--- config.mk ---
export PLATFORM = sky130hd
export DESIGN_NAME = shift_window_counter
export DESIGN_NICKNAME = d
export VERILOG_FILES = /design/src/rtl/shift_pkg.sv /design/src/rtl/sat_counter.sv /design/src/rtl/shift_window_counter.sv
export SDC_FILE = /design/constraint.sdc
export NUM_CORES = 1
export LEC_CHECK = 0
export BUFFER_PORTS_ARGS = -buffer_cell sky130_fd_sc_hd__buf_2
export CAP_MARGIN = 10
export CORE_ASPECT_RATIO = 1.5
export CORE_UTILIZATION = 40
export DETAILED_ROUTE_END_ITERATION = 8
export PLACE_DENSITY = 0.71
export REMOVE_ABC_BUFFERS = 1
export SLEW_MARGIN = 20
export SYNTH_ARGS = -nofsm -noshare
export SYNTH_HDL_FRONTEND = slang
export SYNTH_SLANG_ARGS = --single-unit
--- constraint.sdc ---
create_clock -name clk -period 2.8 [get_ports clk]
set_input_delay 0.14 -clock clk [delete_from_list [all_inputs] [get_ports clk]]
set_output_delay 0.14 -clock clk [all_outputs]
set_load 0.05 [all_outputs]
--- src/rtl/shift_pkg.sv ---
// Shared definitions for the shift window counter: legal DEPTH range,
// shift direction encoding and a popcount helper.
package shift_pkg;

   localparam int DEPTH_MIN = 2;
   localparam int DEPTH_MAX = 64;
   localparam int ONES_MAX_W = $clog2(DEPTH_MAX + 1);

   typedef enum logic {
      SHIFT_LEFT  = 1'b0,
      SHIFT_RIGHT = 1'b1
   } shift_dir_e;

   // Callers zero-extend narrower windows to DEPTH_MAX bits.
   function automatic logic [ONES_MAX_W-1:0] popcount(input logic [DEPTH_MAX-1:0] v);
      logic [ONES_MAX_W-1:0] n;
      n = '0;
      for (int i = 0; i < DEPTH_MAX; i++) begin
         n = n + ONES_MAX_W'(v[i]);
      end
      return n;
   endfunction

endpackage

--- src/rtl/sat_counter.sv ---
// Saturating up-counter with a sticky saturation flag and a clear that
// still honours a coincident increment.
module sat_counter #(
   parameter int W = 32
) (
   input  logic         clk,
   input  logic         reset,
   input  logic         inc,
   input  logic         clr,
   output logic [W-1:0] count,
   output logic         sat
);

   localparam logic [W-1:0] MAX = '1;

   logic [W-1:0] count_nx;

   // NOTE: combinational blocks give every output a default first so no
   // path through them leaves a variable unassigned and infers a latch.
   always_comb begin
      count_nx = count;
      if (clr) begin
         count_nx = inc ? W'(1) : '0;
      end else if (inc && (count != MAX)) begin
         count_nx = count + W'(1);
      end
   end

   // NOTE: state registers use non-blocking assignments only, so every
   // register samples the pre-edge values no matter how blocks are ordered.
   always_ff @(posedge clk) begin
      if (reset) begin
         count <= '0;
         sat   <= 1'b0;
      end else begin
         count <= count_nx;
         if (clr) begin
            sat <= 1'b0;
         end else if (count_nx == MAX) begin
            sat <= 1'b1;
         end
      end
   end

endmodule

--- src/rtl/shift_window_counter.sv ---
// Bidirectional serial shift window with incremental ones count, fill
// tracking, registered pattern match and a saturating total ones counter.
module shift_window_counter
   import shift_pkg::*;
#(
   parameter int               DEPTH   = 8,
   parameter int               COUNT_W = 32,
   parameter logic [DEPTH-1:0] PATTERN = 8'hA5
) (
   input  logic                       clk,
   input  logic                       reset,
   input  logic                       in_valid,
   input  logic                       in_bit,
   input  logic                       dir,
   input  logic                       load,
   input  logic [DEPTH-1:0]           load_data,
   input  logic                       clr_count,
   output logic                       bit_out,
   output logic                       out_valid,
   output logic [DEPTH-1:0]           window,
   output logic [$clog2(DEPTH+1)-1:0] window_ones,
   output logic [COUNT_W-1:0]         total_count,
   output logic                       total_sat,
   output logic                       full,
   output logic                       match
);

   localparam int                 ONES_W   = $clog2(DEPTH + 1);
   localparam logic [ONES_W-1:0]  FILL_MAX = ONES_W'(DEPTH);

   if (DEPTH < DEPTH_MIN || DEPTH > DEPTH_MAX) begin : g_bad_depth
      $error("shift_window_counter: DEPTH out of legal range");
   end

   logic [ONES_W-1:0] fill;
   logic [DEPTH-1:0]  window_nx;
   logic [ONES_W-1:0] ones_nx;
   logic [ONES_W-1:0] fill_nx;
   logic              bit_out_nx;
   logic              out_valid_nx;
   logic              outgoing;

   assign full = (fill == FILL_MAX);

   always_comb begin
      window_nx    = window;
      ones_nx      = window_ones;
      fill_nx      = fill;
      bit_out_nx   = bit_out;
      out_valid_nx = 1'b0;
      outgoing     = 1'b0;
      if (load) begin
         window_nx = load_data;
         ones_nx   = ONES_W'(popcount(DEPTH_MAX'(load_data)));
         fill_nx   = FILL_MAX;
      end else if (in_valid) begin
         if (shift_dir_e'(dir) == SHIFT_RIGHT) begin
            outgoing  = window[0];
            window_nx = {in_bit, window[DEPTH-1:1]};
         end else begin
            outgoing  = window[DEPTH-1];
            window_nx = {window[DEPTH-2:0], in_bit};
         end
         bit_out_nx = outgoing;
         // An outgoing one implies window_ones >= 1, so this never wraps.
         ones_nx      = window_ones + ONES_W'(in_bit) - ONES_W'(outgoing);
         fill_nx      = full ? fill : fill + ONES_W'(1);
         out_valid_nx = full;
      end
   end

   always_ff @(posedge clk) begin
      if (reset) begin
         window      <= '0;
         window_ones <= '0;
         fill        <= '0;
         bit_out     <= 1'b0;
         out_valid   <= 1'b0;
         match       <= 1'b0;
      end else begin
         window      <= window_nx;
         window_ones <= ones_nx;
         fill        <= fill_nx;
         bit_out     <= bit_out_nx;
         out_valid   <= out_valid_nx;
         // Built from next-state values so it lines up with the new window.
         match       <= (fill_nx == FILL_MAX) && (window_nx == PATTERN);
      end
   end

   sat_counter #(
      .W (COUNT_W)
   ) u_total (
      .clk   (clk),
      .reset (reset),
      .inc   (in_valid & in_bit & ~load),
      .clr   (clr_count),
      .count (total_count),
      .sat   (total_sat)
   );

endmodule

==> results.toml, run 1 <==
[power_and_ir_drop]
vdd_drop_max_mv = 0.296
power_density_nw_per_um2 = 413
cellLeakagePower_nw = 1.63

[clocking]
cts.sinks = 52
root_buffer = "clkbuf_8"
cts_buffers = 5
htreeDepth = 2
clkTransAtPathRegs_ps = 90
cts_buffer_depth = 2
clock_latency_ps = 310
cts_tree = "yes"

[layout]
final_cells = 571
num_antenna_cells = 0
final_nets = 500
drive_gt1_share_pct = 28.9
area_growth_pct = 27.3
fin_area_sq_um = 3920

[synth]
yosysSeqAreaShare_pct = 33.8
netlist_instances = 377
yosysWarnings = 0
synthArstFlopShare_pct = 0
synth-edff-count = 0
netlist_area_sq_um = 3080
syn_avg_cell_area_sq_um = 8.16
synth_cell_types = 52
synth_flop_cell = "dfxtp_1"
ys_ff_latch = 52

[worst_hold_path]
whs_path_depth = 2
hold_class = "input pin to register"

[worst_setup_path]
critPathKind = "register to register"
worstPathArrival_ps = 2890
cp-end-kind = "register"
r2r_cells = 8
cp.required_ps = 3050
critPathMaxFanout = 5
cp-start-kind = "register"

[place]
dp_slack_ps = -103
dp.final_hpwl_um = 6610
numPortBuffers = 63
dpl.cell_count = 558
place_area_sq_um = 3700
globalplace.congestion = 0.918

[timing]
slew_headroom_pct = 49.4
fin_skew_ps = 5.16
min_period_ps = 2640
hold_viol = 0
period_share_pct = 94.3
worst_pin_slew_ps = 749
layout_setup_ws_ps = 159
setup_viol = 0
rsz0062_at_grt = "false"
slew_violations = 0
fmax_ghz = 0.379
hold_slack_ps = 46.6

[die]
fp.dieW_um = 73.6
rows = 38
die_y_um = 109
ios = 64
coreArea_sq_um = 7320
start_util_pct = 42.0
die-area_sq_um = 8060

[flow_run]
maxCapViolCount = 0

[detailed_routing]
detail_route.vias_per_cell = 5.46
wl_per_cell_um = 15.4
drtIter0Drc = 127
wl_um = 8770
vias = 3115
dr.pass1.iters = 4
detail-route-antenna-nets = 0
drcViolationCount = 0

[status]
status = "finished clean"

[global_routing]
grt_use_total_pct = 22.3
grt_max_degree = 28
grt_pass1_vias = 2914
grt_pass1_wl_um = 13700
antenna_found_initial = 0
grt_overflow = 0
-- final timing paths --
path	from	end	slack, ps
hold / removal	load	fill[2]$_SDFF_PP0_	50
hold reg to reg	u_total.sat$_SDFFE_PP0N_	u_total.sat$_SDFFE_PP0N_	500
setup reg to reg	u_total.count[14]$_SDFF_PP0_	u_total.sat$_SDFFE_PP0N_	160
setup / recovery	u_total.count[14]$_SDFF_PP0_	u_total.sat$_SDFFE_PP0N_	160
-- layout by cell type, fill, tap and decap left out, types with 14 or more instances in the layout --
cell type  count
nor2_1        59
buf_4         39
a21oi_1       21
mux2i_1       14
nand4_1       14
buf_2         63
inv_1         22
nand2_1       24
dfxtp_1       48
o21ai_0       17
-- routing by layer --
metal  up-vias  wire length (um)  GRT usage [%]
li1       1509                 -              -
met1      1477              3370           23.1
met2       109              4670           41.7
met3        20               448           4.58
met4         0               285           10.9
met5         -                 0              0
-- what timing repair did --
action / 4_1_cts / 5_1_grt
gates resized for setup: 0 / 19
hold buffers: 0 / 0
endpoints found under the setup margin: 0 / 1
buffers inserted: 0 / 5
-- synth_stat cells (all sizes together) (5+ instances only) --
master,count,area share [%]
nor2,61,7.7
dfxtp,52,34
nand2,24,2.9
inv,22,2.7
a21oi,21,3.4
o21ai,18,2.9
mux2i,14,4.6
nand4,14,2.8
xnor2,13,3.7
xor2,12,3.4
nand3,11,1.8
clkbuf,10,1.2
ha,10,4.1
a211oi,9,2.2
nor3,9,1.8
or3,9,1.8
buf,7,1.3
and2,5,1.0
fa,5,3.3
-- cell type report --
class                   count  area [sq um]
well taps                 100           125
flip-flops and latches     52          1050
multi-input cells         286          1950
clock buffers               6          82.6
fillers                   697          3400
inverters                  22          82.6
repair buffers            103           619
clock inverters             2          10.0
-- cell families (layout without fill, tap and decap cells) --
logic type	count (synthesis)	count (layout)	share of synthesized area, %
compound gates	68	68	14.3
flops	52	52	33.8
simple gates	162	162	27.0
buf+inv	39	133	5.16
xor+xnor	25	25	7.11
mux	16	16	5.28
fa+ha+maj	15	15	7.32
-- state kept, by name (all words and copies together) (netlist names) --
name,cells
out_valid,1
fill,4
window,8
u_total.sat,1
window_ones,4
match,1
bit_out,1
u_total.count,32
-- power breakdown --
part	internal, W	total (W)	switching (W)
clock network	0.000198	0.000453	0.000255
logic	0.000138	0.000378	0.000240
registers	0.000762	0.000785	0.0000224
-- critical path, stage by stage (launching register included) --
cell	delay, ps
dfxtp_1	390
nand3_1	240
or2_1	350
or4b_4	570
xor2_1	180
nor4_1	280
nand3b_1	100
or3_1	340
o21ai_2	130
-- through the flow --
stage	utilization [%]	total power (W)	setup TNS [ps]
floorplan	-	0.00107	-244
finish	53.5	0.00162	0
detailed placement	50.6	0.00118	-163
global placement	50.6	0.00117	-38.6
global route	53.5	0.00170	0
CTS	51.9	0.00163	0
(Power assumes the default switching activity.)
==> run 2, diff against run 1 <==
==> constraint.sdc (replaced) <==
create_clock -name clk -period 2.4 [get_ports clk]
set_input_delay 0.12 -clock clk [delete_from_list [all_inputs] [get_ports clk]]
set_output_delay 0.12 -clock clk [all_outputs]
set_load 0.05 [all_outputs]
==> run 2 against run 1 <==
  * The run now ends with negative setup slack left
  * Hold slack improved by 63 ps
  * Die area did not move
  * Cell count rose by 7.0%
  * Critical path depth rose by 2
  * Critical path type unchanged
  * Highest routed layer unchanged
==> results.toml, run 2 (synthesized netlist as in run 1, its figures left out) <==
[status]
status = "finished, violations left"
violations = "negative setup slack"

[worst_setup_path]
critPathKind = "register to register"
cp.required_ps = 2660
worstPathArrival_ps = 2760
worstPathBufferInverterCount = 2
r2r-end = "u_total.sat$_SDFFE_PP0N_"
cp_top_family = "simple AND/OR/NAND/NOR gates"
crit_cells = 10
crit_chain = "buf_4 -> nand4_1 -> nor4_1 -> buf_4 -> o211ai_4 -> or3_4 -> a22oi_2 -> nand4_1 -> or3_1 -> o21ai_1"
cp_slowest_cell = "or3_1"
cp-end-kind = "register"
r2r_cells = 10
r2r_start = "u_total.count[0]$_SDFF_PP0_"
slowest_delay_ps = 380
cp-start-kind = "register"
critPathMaxFanout = 6
r2r_setup_slack_ps = -100

[die]
ios = 64
die_y_um = 109
die-area_sq_um = 8060
start_util_pct = 42.0
coreArea_sq_um = 7320
rows = 38
fp.dieW_um = 73.6

[layout]
area_growth_pct = 40.2
nFillCells = 676
drive_gt1_share_pct = 37.4
num_antenna_cells = 0
final_nets = 540
final_core_util_pct = 59.0
final_common_cell = "buf_4"
top_register = "u_total.count"
largest_reg_flops = 32
reg.largest.list = "u_total.count: 32 flops, window: 8 flops"
layout_common_cells = "75 x buf_4, 62 x buf_2, 58 x nor2_1, 45 x dfxtp_1, 23 x nand2_1"

[clocking]
cts_tree = "yes"
holdBufCountCts = 0
root_buffer = "clkbuf_8"
cts_buffer_depth = 2
htreeDepth = 2
clkTransAtPathRegs_ps = 100
clock_latency_ps = 320
cts_buffers = 5
cts.sinks = 52

[global_routing]
grt_max_degree = 27
grt_overflow = 0
grt_pass1_vias = 3305
grt_use_total_pct = 24.5
antenna_found_initial = 0
grt_pass1_wl_um = 15100

[timing]
min_period_ps = 2500
fin_skew_ps = 18.0
layout_setup_ws_ps = -102
slew_headroom_pct = 46.2
rsz0062_at_grt = "true"
worst_pin_slew_ps = 797
slew_violations = 0
hold_viol = 0
hold_slack_ps = 109
fmax_ghz = 0.400
setup_viol = 3
period_share_pct = 104

[detailed_routing]
vias = 3367
detail-route-antenna-nets = 0
drtIter0Drc = 192
dr.pass1.iters = 6
drcViolationCount = 0
wl_um = 9360
wl_per_cell_um = 15.3
detail_route.vias_per_cell = 5.51

[place]
numPortBuffers = 63
dp.final_hpwl_um = 7100
globalplace.congestion = 0.890

[power_and_ir_drop]
vdd_drop_max_mv = 0.445
cellLeakagePower_nw = 1.85
power_density_nw_per_um2 = 464

[worst_hold_path]
hp-start = "load_data[6]"
whs_path_depth = 3
holdPathEnd = "window[6]$_SDFF_PP0_"
hold_class = "input pin to register"

[flow_run]
maxCapViolCount = 0
## run 2: where the power goes
| part | total, W | leakage [nW] | switching (W) | internal, W |
|---|---|---|---|---|
| combinational | 0.000475 | 1.36 | 0.000291 | 0.000184 |
| clock | 0.000612 | 0.0552 | 0.000302 | 0.000310 |
| sequential | 0.000917 | 0.426 | 0.0000272 | 0.000890 |
| total | 0.00200 | 1.85 | 0.000620 | 0.00138 |
## run 2: layout make-up
class	instances	area (sq um)	share of cell area, %
inverters	22	82.6	1.91
multi-input cells	286	2010	46.6
flip-flops and latches	52	1050	24.3
repair buffers	143	941	21.8
well taps	100	125	2.90
clock inverters	2	35.0	0.812
clock buffers	6	72.6	1.68
## run 2: worst max-delay path by stage
stage	startpoint	end	slack, ps
2_1_floorplan	u_total.count[1]$_SDFF_PP0_	u_total.sat$_SDFFE_PP0N_	-640
3_3_place_gp	load_data[0]	window_ones[1]$_SDFFE_PP0P_	-430
3_5_place_dp	load_data[0]	window_ones[1]$_SDFFE_PP0P_	-460
4_1_cts	u_total.count[1]$_SDFF_PP0_	u_total.sat$_SDFFE_PP0N_	-120
5_1_grt	u_total.count[23]$_SDFF_PP0_	u_total.sat$_SDFFE_PP0N_	-230
6_report	u_total.count[0]$_SDFF_PP0_	u_total.sat$_SDFFE_PP0N_	-100
## run 2: metal layers
metal	wire (um)	share of wire (%)	global-route usage, %
met3	441	4.7	4.31
met4	319	3.4	13.0
met2	5040	54	46.3
met1	3570	38	24.9
met5	0	0	0
## run 2: what timing repair did
item / 4_1_cts / 5_1_grt
gates cloned: 0 / 0
endpoints found under the hold margin: 0 / 0
setup endpoints to repair: 8 / 9
resized for setup: 38 / 7
buffers inserted: 6 / 3
pin swaps: 19 / 5
## run 2: metrics by stage
| stage | worst slack (ps) | instance area [sq um] | cells | setup TNS [ps] | power, W |
|---|---|---|---|---|---|
| floorplan | -644 | 3000 | 360 | -3170 | 0.00125 |
| global placement | -426 | 3980 | 595 | -1330 | 0.00137 |
| detailed placement | -461 | 3980 | 595 | -1580 | 0.00139 |
| CTS | -116 | 4290 | 609 | -286 | 0.00200 |
| global route | -226 | 4320 | 611 | -494 | 0.00210 |
| finish | -102 | 4320 | 611 | -219 | 0.00200 |
## run 2: worst min-delay path, delay by kind of cell
kind                   cells  cell delay (ps)
AOI/OAI and AO/OA          1               80
and+or+nand+nor            1               80
buffers and inverters      1              100
==> run 3, diff against run 2 <==
--- a/config.mk
+++ b/config.mk
@@ -5,12 +5,13 @@
 export SDC_FILE = /design/constraint.sdc
 export NUM_CORES = 1
 export LEC_CHECK = 0
+export ABC_AREA = 1
 export BUFFER_PORTS_ARGS = -buffer_cell sky130_fd_sc_hd__buf_2
 export CAP_MARGIN = 10
 export CORE_ASPECT_RATIO = 1.5
 export CORE_UTILIZATION = 40
 export DETAILED_ROUTE_END_ITERATION = 8
-export PLACE_DENSITY = 0.71
+export PLACE_DENSITY = 0.69
 export REMOVE_ABC_BUFFERS = 1
 export SLEW_MARGIN = 20
 export SYNTH_ARGS = -nofsm -noshare
==> run 3 against run 2 <==
  * Cell area rose by 5.7%
  * Die area increased by 21%
  * First-iteration DRC count up 30%
  * Power increased by 21%
  * The run still ends with negative setup slack left
  * Largest cell class unchanged
  * Worst setup slack got worse by 7.5 ps
  * Sequential share of layout area decreased by 1.3 points
  * Clock skew down 11 ps
  * Critical path type is now input pin to register
  * Highest routed layer unchanged
  * Clock power is 52% higher
  * Register-to-register slack better by 240 ps
  * Global-route usage increased by 0.061 points
  * Synthesized area grew 21%
==> results.toml, run 3 <==
[layout]
layout_common_cells = "182 x nand2_1, 116 x nor2_1, 78 x inv_1, 62 x buf_2, 54 x nand3_1"
final_nets = 732
num_antenna_cells = 0
area_growth_pct = 22.5
final_common_cell = "nand2_1"
reg.largest.list = "u_total.count: 32 flops, window: 8 flops"
drive_gt1_share_pct = 18.8
fin_area_sq_um = 4560
top_register = "u_total.count"
largest_reg_flops = 32

[die]
fp.dieW_um = 80.8
rows = 42
start_util_pct = 41.7
coreArea_sq_um = 8930
die-area_sq_um = 9710
ios = 64
die_y_um = 120

[synth]
ys_ff_latch = 52
synth-edff-count = 0
synth_top_cell_area_share_pct = 27.9
yosysMostFrequentCell = "nand2_1"
synthArstFlopShare_pct = 0
syn_avg_cell_area_sq_um = 6.04
netlist_instances = 617
synth_flop_cell = "dfxtp_1"
synth_cell_types = 37
yosysSeqAreaShare_pct = 27.9
yosysWarnings = 0
synthTopCellsByCount = "183 x nand2_1, 116 x nor2_1, 80 x inv_1"
netlist_area_sq_um = 3720
synth_area_leaders = "dfxtp_1 28%, nand2_1 18%, nor2_1 12%"
yosysTopAreaCell = "dfxtp_1"

[power_and_ir_drop]
power_density_nw_per_um2 = 531
vdd_drop_max_mv = 0.400
cellLeakagePower_nw = 2.13

[clocking]
root_buffer = "clkbuf_16"
cts_buffer_depth = 2
cts.sinks = 52
cts_tree = "yes"
htreeDepth = 2
clock_latency_ps = 300
clkTransAtPathRegs_ps = 70
cts_buffers = 5

[global_routing]
grt.met2_usage_pct = 44.8
antenna_found_initial = 0
grt_max_degree = 32
grt_use_total_pct = 24.6
gr-usage-met1_pct = 25.2
grt_pass1_vias = 4000
grt_overflow = 0
grt-busiest-layer = "met2"
grt_pass1_wl_um = 18200
use_met3_pct = 3.62

[place]
dp_slack_ps = -520
place_area_sq_um = 4310
globalplace.congestion = 0.919
numPortBuffers = 63
dp.final_hpwl_um = 8890

[timing]
worst_pin_slew_ps = 651
rsz0062_at_grt = "true"
slew_headroom_pct = 56.5
fmax_ghz = 0.398
fin_skew_ps = 7.44
setup_viol = 2
slew_violations = 0
min_period_ps = 2510
hold_viol = 0
layout_setup_ws_ps = -110
period_share_pct = 105

[worst_setup_path]
r2r_setup_slack_ps = 140
cp.required_ps = 2650
worstPathBufferInverterCount = 5
cp-start-kind = "input pin"
crit_top_cell = "fa_1"
cp_top_family = "adder cells"
cp_slowest_cell = "fa_1"
r2r-end = "u_total.sat$_SDFFE_PP0N_"
worstPathArrival_ps = 2760
crit_chain = "buf_6 -> fa_1 -> inv_1 -> fa_1 -> fa_1 -> inv_2 -> ha_4 -> inv_2 -> fa_2 -> xor2_1 -> o221ai_1 -> nand2_1 -> inv_1"
slowest_delay_ps = 540
r2r_cells = 15
r2r_start = "u_total.count[30]$_SDFF_PP0_"
cp-end-kind = "register"
critPathMaxFanout = 2
critPathKind = "input pin to register"

[detailed_routing]
wl_per_cell_um = 14.1
vias = 4241
drcViolationCount = 0
wl_um = 11400
dr.pass1.iters = 5
detail_route.vias_per_cell = 5.22
drtIter0Drc = 249
detail-route-antenna-nets = 0

[worst_hold_path]
hp-start = "load_data[6]"
whs_path_depth = 3
hold_class = "input pin to register"
holdPathEnd = "window[6]$_SDFF_PP0_"

[flow_run]
maxCapViolCount = 0

[status]
violations = "negative setup slack"
status = "finished, violations left"
run 3: kinds of logic (layout without fill, tap and decap cells):
group / count (synthesis) / after routing / share of synthesized area (%)
AO/OA/AOI/OAI: 49 / 49 / 7.89
XOR/XNOR: 11 / 11 / 2.59
adder cells (fa/ha/maj): 15 / 15 / 6.05
buffers and inverters: 101 / 186 / 10.9
flip-flops: 52 / 52 / 27.9
AND/OR/NAND/NOR: 389 / 389 / 44.6
run 3: worst max-delay path by stage:
stage	start	end	slack, ps	depth (start not counted)
4_1_cts	load_data[0]	window_ones[2]$_SDFFE_PP0P_	-140	13
3_3_place_gp	load_data[0]	window_ones[2]$_SDFFE_PP0P_	-420	13
3_5_place_dp	load_data[0]	window_ones[2]$_SDFFE_PP0P_	-520	13
6_report	load_data[0]	window_ones[2]$_SDFFE_PP0P_	-110	13
2_1_floorplan	load_data[0]	window_ones[1]$_SDFFE_PP0P_	-210	11
5_1_grt	load_data[0]	window_ones[2]$_SDFFE_PP0P_	-220	13
run 3: cell type report:
class	count	area (sq um)
clock buffers	5	125
clock inverters	2	60.1
fillers	980	4370
inverters	85	322
multi-input cells	464	2310
flip-flops and latches	52	1050
well taps	110	138
repair buffers	94	554
run 3: worst register-to-register path: stages, from the launching register on:
cell     delay [ps]
dfxtp_1         390
nand2_1          90
nor2_1          230
nand2_1         100
nor2_2          170
nand2_4          90
buf_4           220
nand3_1          90
nand2_1          70
nand2_1          70
nand3_1          90
nor2_1          150
nand2_1         100
nor2_1          130
nand3_1          90
a21oi_1         120
run 3: metrics by stage:
step	setup TNS [ps]	hold slack, ps	power [W]	util [%]	std cells
2_1_floorplan	-626	189	0.00132	-	601
3_3_place_gp	-897	421	0.00147	48.2	803
3_5_place_dp	-1160	440	0.00149	48.2	803
4_1_cts	-275	140	0.00243	50.5	810
5_1_grt	-373	183	0.00253	51.1	812
6_report	-203	150	0.00242	51.1	812
run 3: what timing repair did:
action                                  CTS  global route
gates resized for setup                   5            12
hold buffers                              0             0
buffers inserted                          0             2
pin swaps                                 1             3
cloned                                    0             0
hold endpoints to repair                  0             0
endpoints found under the setup margin    2             3
run 3: per-layer routing:
layer	routed length, um	up-vias
met5	0	-
met4	624	0
met3	615	41
met2	6010	161
met1	4180	1934
li1	-	2105
run 3: power by group:
group / total, W / switching [W] / internal (W)
registers: 0.000938 / 0.0000383 / 0.000899
clock network: 0.000929 / 0.000336 / 0.000592
logic: 0.000556 / 0.000368 / 0.000188
